$ cat config.mk
export PLATFORM = sky130hd
export DESIGN_NAME = alu_ctrl_mc_flat
export DESIGN_NICKNAME = d
export VERILOG_FILES = /design/src/rtl/alu_ctrl_mc_if.sv /design/src/rtl/alu_ctrl_mc.sv /design/src/flat_wrapper.sv
export SDC_FILE = /design/constraint.sdc
export NUM_CORES = 1
export LEC_CHECK = 0
export ABC_AREA = 1
export BUFFER_PORTS_ARGS = -buffer_cell sky130_fd_sc_hd__buf_2
export CORE_AREA = 2 2 51 53
export CTS_CLUSTER_DIAMETER = 50
export DETAILED_ROUTE_END_ITERATION = 8
export DIE_AREA = 0 0 53 55
export PLACE_DENSITY = 0.66
export SYNTH_ARGS = -nofsm -noshare
export SYNTH_HDL_FRONTEND = slang
export SYNTH_SLANG_ARGS = --single-unit
$ cat constraint.sdc
create_clock -name clk_i -period 1 [get_ports clk_i]
set_input_delay 0.1 -clock clk_i [delete_from_list [all_inputs] [get_ports clk_i]]
set_output_delay 0.1 -clock clk_i [all_outputs]
set_load 0.05 [all_outputs]
$ cat src/rtl/alu_ctrl_mc_if.sv
// Decode/handshake bundle between the ID/EX stage and the multi-cycle ALU control unit.
// The master side presents instructions; the slave side returns the registered control and status.
interface alu_ctrl_mc_if;
    logic       valid_i;
    logic       flush_i;
    logic [9:0] funct_i;
    logic [1:0] ALUOp_i;
    logic [3:0] ALUCtrl_o;
    logic       busy_o;
    logic       done_o;
    logic       illegal_o;

    modport master (
        output valid_i, flush_i, funct_i, ALUOp_i,
        input  ALUCtrl_o, busy_o, done_o, illegal_o
    );

    modport slave (
        input  valid_i, flush_i, funct_i, ALUOp_i,
        output ALUCtrl_o, busy_o, done_o, illegal_o
    );
endinterface

$ cat src/rtl/alu_ctrl_mc.sv
// Multi-cycle ALU control: registered opcode decode plus MUL/DIV busy/done sequencing.
// Define ALU_CTRL_DIV_EN to decode R-type funct 0000001100 as DIV with DIV_CYCLES latency.
module alu_ctrl_mc #(
    parameter int MUL_CYCLES = 3,
    parameter int DIV_CYCLES = 8
) (
    input logic          clk_i,
    input logic          rst_i,
    alu_ctrl_mc_if.slave bus_if
);

    localparam logic [3:0] OP_AND  = 4'b0000;
    localparam logic [3:0] OP_XOR  = 4'b0001;
    localparam logic [3:0] OP_SLL  = 4'b0010;
    localparam logic [3:0] OP_ADD  = 4'b0011;
    localparam logic [3:0] OP_SUB  = 4'b0100;
    localparam logic [3:0] OP_MUL  = 4'b0101;
    localparam logic [3:0] OP_ADDI = 4'b0110;
    localparam logic [3:0] OP_SRAI = 4'b0111;
    localparam logic [3:0] OP_LW   = 4'b1000;
    localparam logic [3:0] OP_SW   = 4'b1001;
    localparam logic [3:0] OP_BEQ  = 4'b1010;
    localparam logic [3:0] OP_NOP  = 4'b1111;

    localparam bit PARAMS_OK = (MUL_CYCLES >= 1) && (MUL_CYCLES <= 15) &&
                               (DIV_CYCLES >= 1) && (DIV_CYCLES <= 15);

    if (!PARAMS_OK) begin : g_param_check
        $error("alu_ctrl_mc: MUL_CYCLES and DIV_CYCLES must lie in 1..15");
    end

    // Counter preload is K-2 so the last busy cycle is the one where the counter reads zero.
    localparam bit         MUL_MULTI = (MUL_CYCLES > 1);
    localparam logic [3:0] MUL_LOAD  = MUL_MULTI ? 4'(MUL_CYCLES - 2) : 4'd0;
`ifdef ALU_CTRL_DIV_EN
    localparam logic [3:0] OP_DIV    = 4'b1011;
    localparam bit         DIV_MULTI = (DIV_CYCLES > 1);
    localparam logic [3:0] DIV_LOAD  = DIV_MULTI ? 4'(DIV_CYCLES - 2) : 4'd0;
`endif

    typedef enum logic [0:0] {
        IDLE = 1'b0,
        BUSY = 1'b1
    } state_e;

    state_e     state_q;
    logic [3:0] cnt_q;
    logic [3:0] alu_ctrl_q;
    logic       busy_q;
    logic       done_q;
    logic       illegal_q;

    logic [3:0] dec_code_s;
    logic       dec_illegal_s;
    logic       dec_multi_s;
    logic [3:0] dec_load_s;

    // Opcode decode of the presented instruction; fully specified so no latch can form.
    always_comb begin
        dec_code_s    = OP_NOP;
        dec_illegal_s = 1'b1;
        dec_multi_s   = 1'b0;
        dec_load_s    = 4'd0;
        case (bus_if.ALUOp_i)
            2'b10: begin
                case (bus_if.funct_i)
                    10'b0000000111: begin dec_code_s = OP_AND; dec_illegal_s = 1'b0; end
                    10'b0000000100: begin dec_code_s = OP_XOR; dec_illegal_s = 1'b0; end
                    10'b0000000001: begin dec_code_s = OP_SLL; dec_illegal_s = 1'b0; end
                    10'b0000000000: begin dec_code_s = OP_ADD; dec_illegal_s = 1'b0; end
                    10'b0100000000: begin dec_code_s = OP_SUB; dec_illegal_s = 1'b0; end
                    10'b0000001000: begin
                        dec_code_s    = OP_MUL;
                        dec_illegal_s = 1'b0;
                        dec_multi_s   = MUL_MULTI;
                        dec_load_s    = MUL_LOAD;
                    end
`ifdef ALU_CTRL_DIV_EN
                    10'b0000001100: begin
                        dec_code_s    = OP_DIV;
                        dec_illegal_s = 1'b0;
                        dec_multi_s   = DIV_MULTI;
                        dec_load_s    = DIV_LOAD;
                    end
`endif
                    default: begin dec_code_s = OP_NOP; dec_illegal_s = 1'b1; end
                endcase
            end
            2'b00: begin
                case (bus_if.funct_i[2:0])
                    3'b000:  begin dec_code_s = OP_ADDI; dec_illegal_s = 1'b0; end
                    3'b101:  begin dec_code_s = OP_SRAI; dec_illegal_s = 1'b0; end
                    3'b010:  begin dec_code_s = OP_LW;   dec_illegal_s = 1'b0; end
                    default: begin dec_code_s = OP_NOP;  dec_illegal_s = 1'b1; end
                endcase
            end
            2'b01:   begin dec_code_s = OP_SW;  dec_illegal_s = 1'b0; end
            2'b11:   begin dec_code_s = OP_BEQ; dec_illegal_s = 1'b0; end
            default: begin dec_code_s = OP_NOP; dec_illegal_s = 1'b1; end
        endcase
    end

    // Sequencer: accepts ops when not busy, counts multi-cycle latency, flush aborts silently.
    always_ff @(posedge clk_i or posedge rst_i) begin
        if (rst_i) begin
            state_q    <= IDLE;
            cnt_q      <= 4'd0;
            alu_ctrl_q <= OP_NOP;
            busy_q     <= 1'b0;
            done_q     <= 1'b0;
            illegal_q  <= 1'b0;
        end else if (bus_if.flush_i) begin
            state_q    <= IDLE;
            cnt_q      <= 4'd0;
            alu_ctrl_q <= OP_NOP;
            busy_q     <= 1'b0;
            done_q     <= 1'b0;
            illegal_q  <= 1'b0;
        end else begin
            case (state_q)
                IDLE: begin
                    done_q    <= 1'b0;
                    illegal_q <= 1'b0;
                    if (bus_if.valid_i) begin
                        alu_ctrl_q <= dec_code_s;
                        if (dec_multi_s) begin
                            state_q <= BUSY;
                            cnt_q   <= dec_load_s;
                            busy_q  <= 1'b1;
                        end else begin
                            done_q    <= 1'b1;
                            illegal_q <= dec_illegal_s;
                        end
                    end
                end
                BUSY: begin
                    done_q    <= 1'b0;
                    illegal_q <= 1'b0;
                    if (cnt_q == 4'd0) begin
                        state_q <= IDLE;
                        busy_q  <= 1'b0;
                        done_q  <= 1'b1;
                    end else begin
                        cnt_q <= cnt_q - 4'd1;
                    end
                end
                default: begin
                    state_q    <= IDLE;
                    cnt_q      <= 4'd0;
                    alu_ctrl_q <= OP_NOP;
                    busy_q     <= 1'b0;
                    done_q     <= 1'b0;
                    illegal_q  <= 1'b0;
                end
            endcase
        end
    end

    assign bus_if.ALUCtrl_o = alu_ctrl_q;
    assign bus_if.busy_o    = busy_q;
    assign bus_if.done_o    = done_q;
    assign bus_if.illegal_o = illegal_q;

endmodule

$ cat src/flat_wrapper.sv
// flat-port wrapper written by rule: the top's interface ports become plain ports
module alu_ctrl_mc_flat 
#(
    parameter int MUL_CYCLES = 3,
    parameter int DIV_CYCLES = 8
)
  (clk_i, rst_i, bus_if_valid_i, bus_if_flush_i, bus_if_funct_i, bus_if_ALUOp_i, bus_if_ALUCtrl_o, bus_if_busy_o, bus_if_done_o, bus_if_illegal_o);
  alu_ctrl_mc_if bus_if_i ();
  input logic clk_i;
  input logic rst_i;
  input wire logic [$bits(bus_if_i.valid_i)-1:0] bus_if_valid_i;
  input wire logic [$bits(bus_if_i.flush_i)-1:0] bus_if_flush_i;
  input wire logic [$bits(bus_if_i.funct_i)-1:0] bus_if_funct_i;
  input wire logic [$bits(bus_if_i.ALUOp_i)-1:0] bus_if_ALUOp_i;
  output wire logic [$bits(bus_if_i.ALUCtrl_o)-1:0] bus_if_ALUCtrl_o;
  output wire logic [$bits(bus_if_i.busy_o)-1:0] bus_if_busy_o;
  output wire logic [$bits(bus_if_i.done_o)-1:0] bus_if_done_o;
  output wire logic [$bits(bus_if_i.illegal_o)-1:0] bus_if_illegal_o;
  assign bus_if_i.valid_i = bus_if_valid_i;
  assign bus_if_i.flush_i = bus_if_flush_i;
  assign bus_if_i.funct_i = bus_if_funct_i;
  assign bus_if_i.ALUOp_i = bus_if_ALUOp_i;
  assign bus_if_ALUCtrl_o = bus_if_i.ALUCtrl_o;
  assign bus_if_busy_o = bus_if_i.busy_o;
  assign bus_if_done_o = bus_if_i.done_o;
  assign bus_if_illegal_o = bus_if_i.illegal_o;
  alu_ctrl_mc #(.MUL_CYCLES(MUL_CYCLES), .DIV_CYCLES(DIV_CYCLES)) u_core (.clk_i(clk_i), .rst_i(rst_i), .bus_if(bus_if_i));
endmodule
==> metrics <==
die area=2920 sq um; clock buffer depth=2; Chip Height=55 um; first-pass GRT wire length=3700 um; FP Rows=18; largest net degree at the start of global routing=13; EDFF count, synth=0; Slew Limit Fails=0; # fillers=253; clock slew at reported path FFs=0.09 ns; vias=921; Setup Skew=0.0172 ns; Routed WL=2090 um; register area share after synthesis=33.6%; CTS tree=yes; worst setup margin=-0.0895 ns; Post-DRT Antenna Nets=0; die width=53 um; Synth Area per Inst=7.46 sq um; Netlist cell types=26; placed cell count=187; final hold violation count=0; Worst setup SP type=flop; Avg WL per Cell=10.8 um; ant diodes=0; Reg2Reg Capture Point=u_core.cnt_q[2]; # IOs=23; Post-Layout Cell Count=194; worst reg-to-reg setup slack=-0.09 ns; unrepaired setup endpoints after global routing=yes; fraction of layout cells with a size suffix above 1=44.5%; R2R cell count=6; async set or reset register ratio after synthesis=100%; total track usage=17.3%; vias per std cell=4.75; Main synth FF type=dfrtp_1; CTS Root Cell=clkbuf_4; 1st-iter DRT viols=6; reg2reg start=u_core.cnt_q[0]; IR drop worst, VDD=499 uV; drt pass-1 iters=4; dpl hpwl=1690 um; violated checks=setup timing; Peak Freq=918 MHz; most common cell in the netlist=nand2_1; mapped cell area=910 sq um; Sum Neg Setup Slack=-0.849 ns; Slew @ Worst Pin=0.468 ns; Req. time, crit path=1.23 ns; GP Congestion=0.808; Max-cap violations=0; status=finished with violations; Synth Register Bits=12; Worst setup endpoint=u_core.cnt_q[2]; initial antenna violation count=0; gr ovfl total=0; clock sink count=12; Residual DRC=0; Syn Nets=140; synth top area cells=dfrtp_1, nand2_1, dfstp_2; CTS Buf Count=3; Synth area leader=dfrtp_1; relative slew slack=68.8%; Setup CP Type=flop to flop; Nets=183; power density cells=955 nW/um^2; period utilization=109%; CORE AREA=2360 sq um; Final Setup Violations=13; initial core utilization=38.5%; critical-path cell list=inv_2, ha_4, nand4_4, nand3_4, nand2_1, o21ai_1; Port Buffers=22; worst skew pair latency=0.30 ns; post-synth top area share=22.0%; htree depth=1; Leak=0.609 nW; min Tclk post-route=1.09 ns; crit end category=flop; critical path peak fanout=8; HP Class=input port to flop; Worst path slowest cell=dfrtp_1; vias in the first global route=928; total of warnings raised by yosys=0; area grow syn2layout=41.3%; CP Data Arrival Time=1.32 ns; synth cell count leaders=nand2_1, inv_1, nor2_1, dfrtp_1, nand3_1; Gate Count Post-Synth=122; max incr delay on CP=0.40 ns; Crit. Startpoint=u_core.cnt_q[0]
-- area by class of cell --
cell class / instances / area (sq um) / share of cell area [%]
clock buffer: 4 / 26.3 / 2.04
inverter: 18 / 67.6 / 5.26
multi-input combinational: 92 / 572 / 44.5
sequential: 12 / 307 / 23.9
tap: 30 / 37.5 / 2.92
timing repair buffer: 38 / 275 / 21.4
-- state kept, by name (all words and copies together), names as in the netlist --
register                 count
u_core.bus_if.ALUCtrl_o      4
u_core.cnt_q                 4
u_core.bus_if.busy_o         1
u_core.bus_if.done_o         1
u_core.bus_if.illegal_o      1
u_core.state_q               1
-- cells in the final DEF (no fill, tap or decap), types with 3 or more instances in the layout --
master and n:
nand2_1 28, buf_2 17, buf_4 16, inv_1 14, nor2_1 13, nand3_1 8
nor2_4 7, dfrtp_1 7, a21oi_1 6, inv_2 4, buf_8 4, dfstp_2 4
nand4_1 3, nor2_2 3, nand2_2 3, o21ai_1 3, o21ai_0 3, clkbuf_4 3
-- logic make-up after synthesis --
family / count (synthesis) / share of synthesized area (%)
compound gates: 15 / 9.08
fa+ha+maj: 2 / 2.75
buf+inv: 18 / 7.43
flops: 12 / 33.6
simple gates: 75 / 47.2
-- worst min-delay path by stage --
| stage | start | endpoint | cells past startpoint |
|---|---|---|---|
| 3_5_place_dp | rst_i | u_core.cnt_q[2] | 2 |
| 5_1_grt | bus_if_valid_i | u_core.bus_if.illegal_o | 3 |
| 2_1_floorplan | rst_i | u_core.bus_if.busy_o | 1 |
| 3_3_place_gp | rst_i | u_core.cnt_q[0] | 2 |
| 4_1_cts | bus_if_ALUOp_i[1] | u_core.bus_if.ALUCtrl_o[2] | 4 |
| 6_report | bus_if_ALUOp_i[1] | u_core.bus_if.ALUCtrl_o[2] | 4 |
-- critical path, delay by kind of cell (launching register included) --
family | cells | cell delay [ns]
AOI/OAI and AO/OA | 1 | 0.07
DFF | 1 | 0.40
buffers and inverters | 1 | 0.09
adders and majority gates | 1 | 0.14
and+or+nand+nor | 3 | 0.31
-- where the power goes --
part           leakage, nW  internal [mW]  total, mW  switching [mW]
clock               0.0150          0.155      0.344           0.189
sequential           0.149          0.512      0.526          0.0139
combinational        0.445          0.150      0.356           0.206
total                0.609          0.818       1.23           0.409
-- what timing repair did --
action	in CTS	in global routing
buffers inserted	1	1
pin swaps	2	2
cloned	0	0
hold endpoints to repair	8	0
hold buffers	1	0
gates resized for setup	12	7
endpoints found under the setup margin	16	17
-- metal layers --
metal  vias up  part of all wire, %  GRT usage [%]
met3         4                  4.2           1.61
met2        25                   50           32.3
met4         0                  1.9           8.97
met1       414                   44           19.7
li1        478                    -              -
met5         -                    0              0
-- stage by stage --
step | utilization, % | hold slack [ns] | instance area, sq um | worst slack, ns | power (mW)
final | 54.3 | 0.113 | 1280 | -0.0895 | 1.23
after global routing | 54.3 | 0.141 | 1280 | -0.165 | 1.29
after CTS | 53.2 | 0.106 | 1260 | -0.0866 | 1.23
after detailed placement | 49.6 | 0.138 | 1170 | -0.145 | 0.859
after global placement | 49.6 | 0.121 | 1170 | -0.107 | 0.851
after floorplan | - | -0.0382 | 928 | -0.0408 | 0.734
No activity file was read; power rests on OpenSTA's default activity.
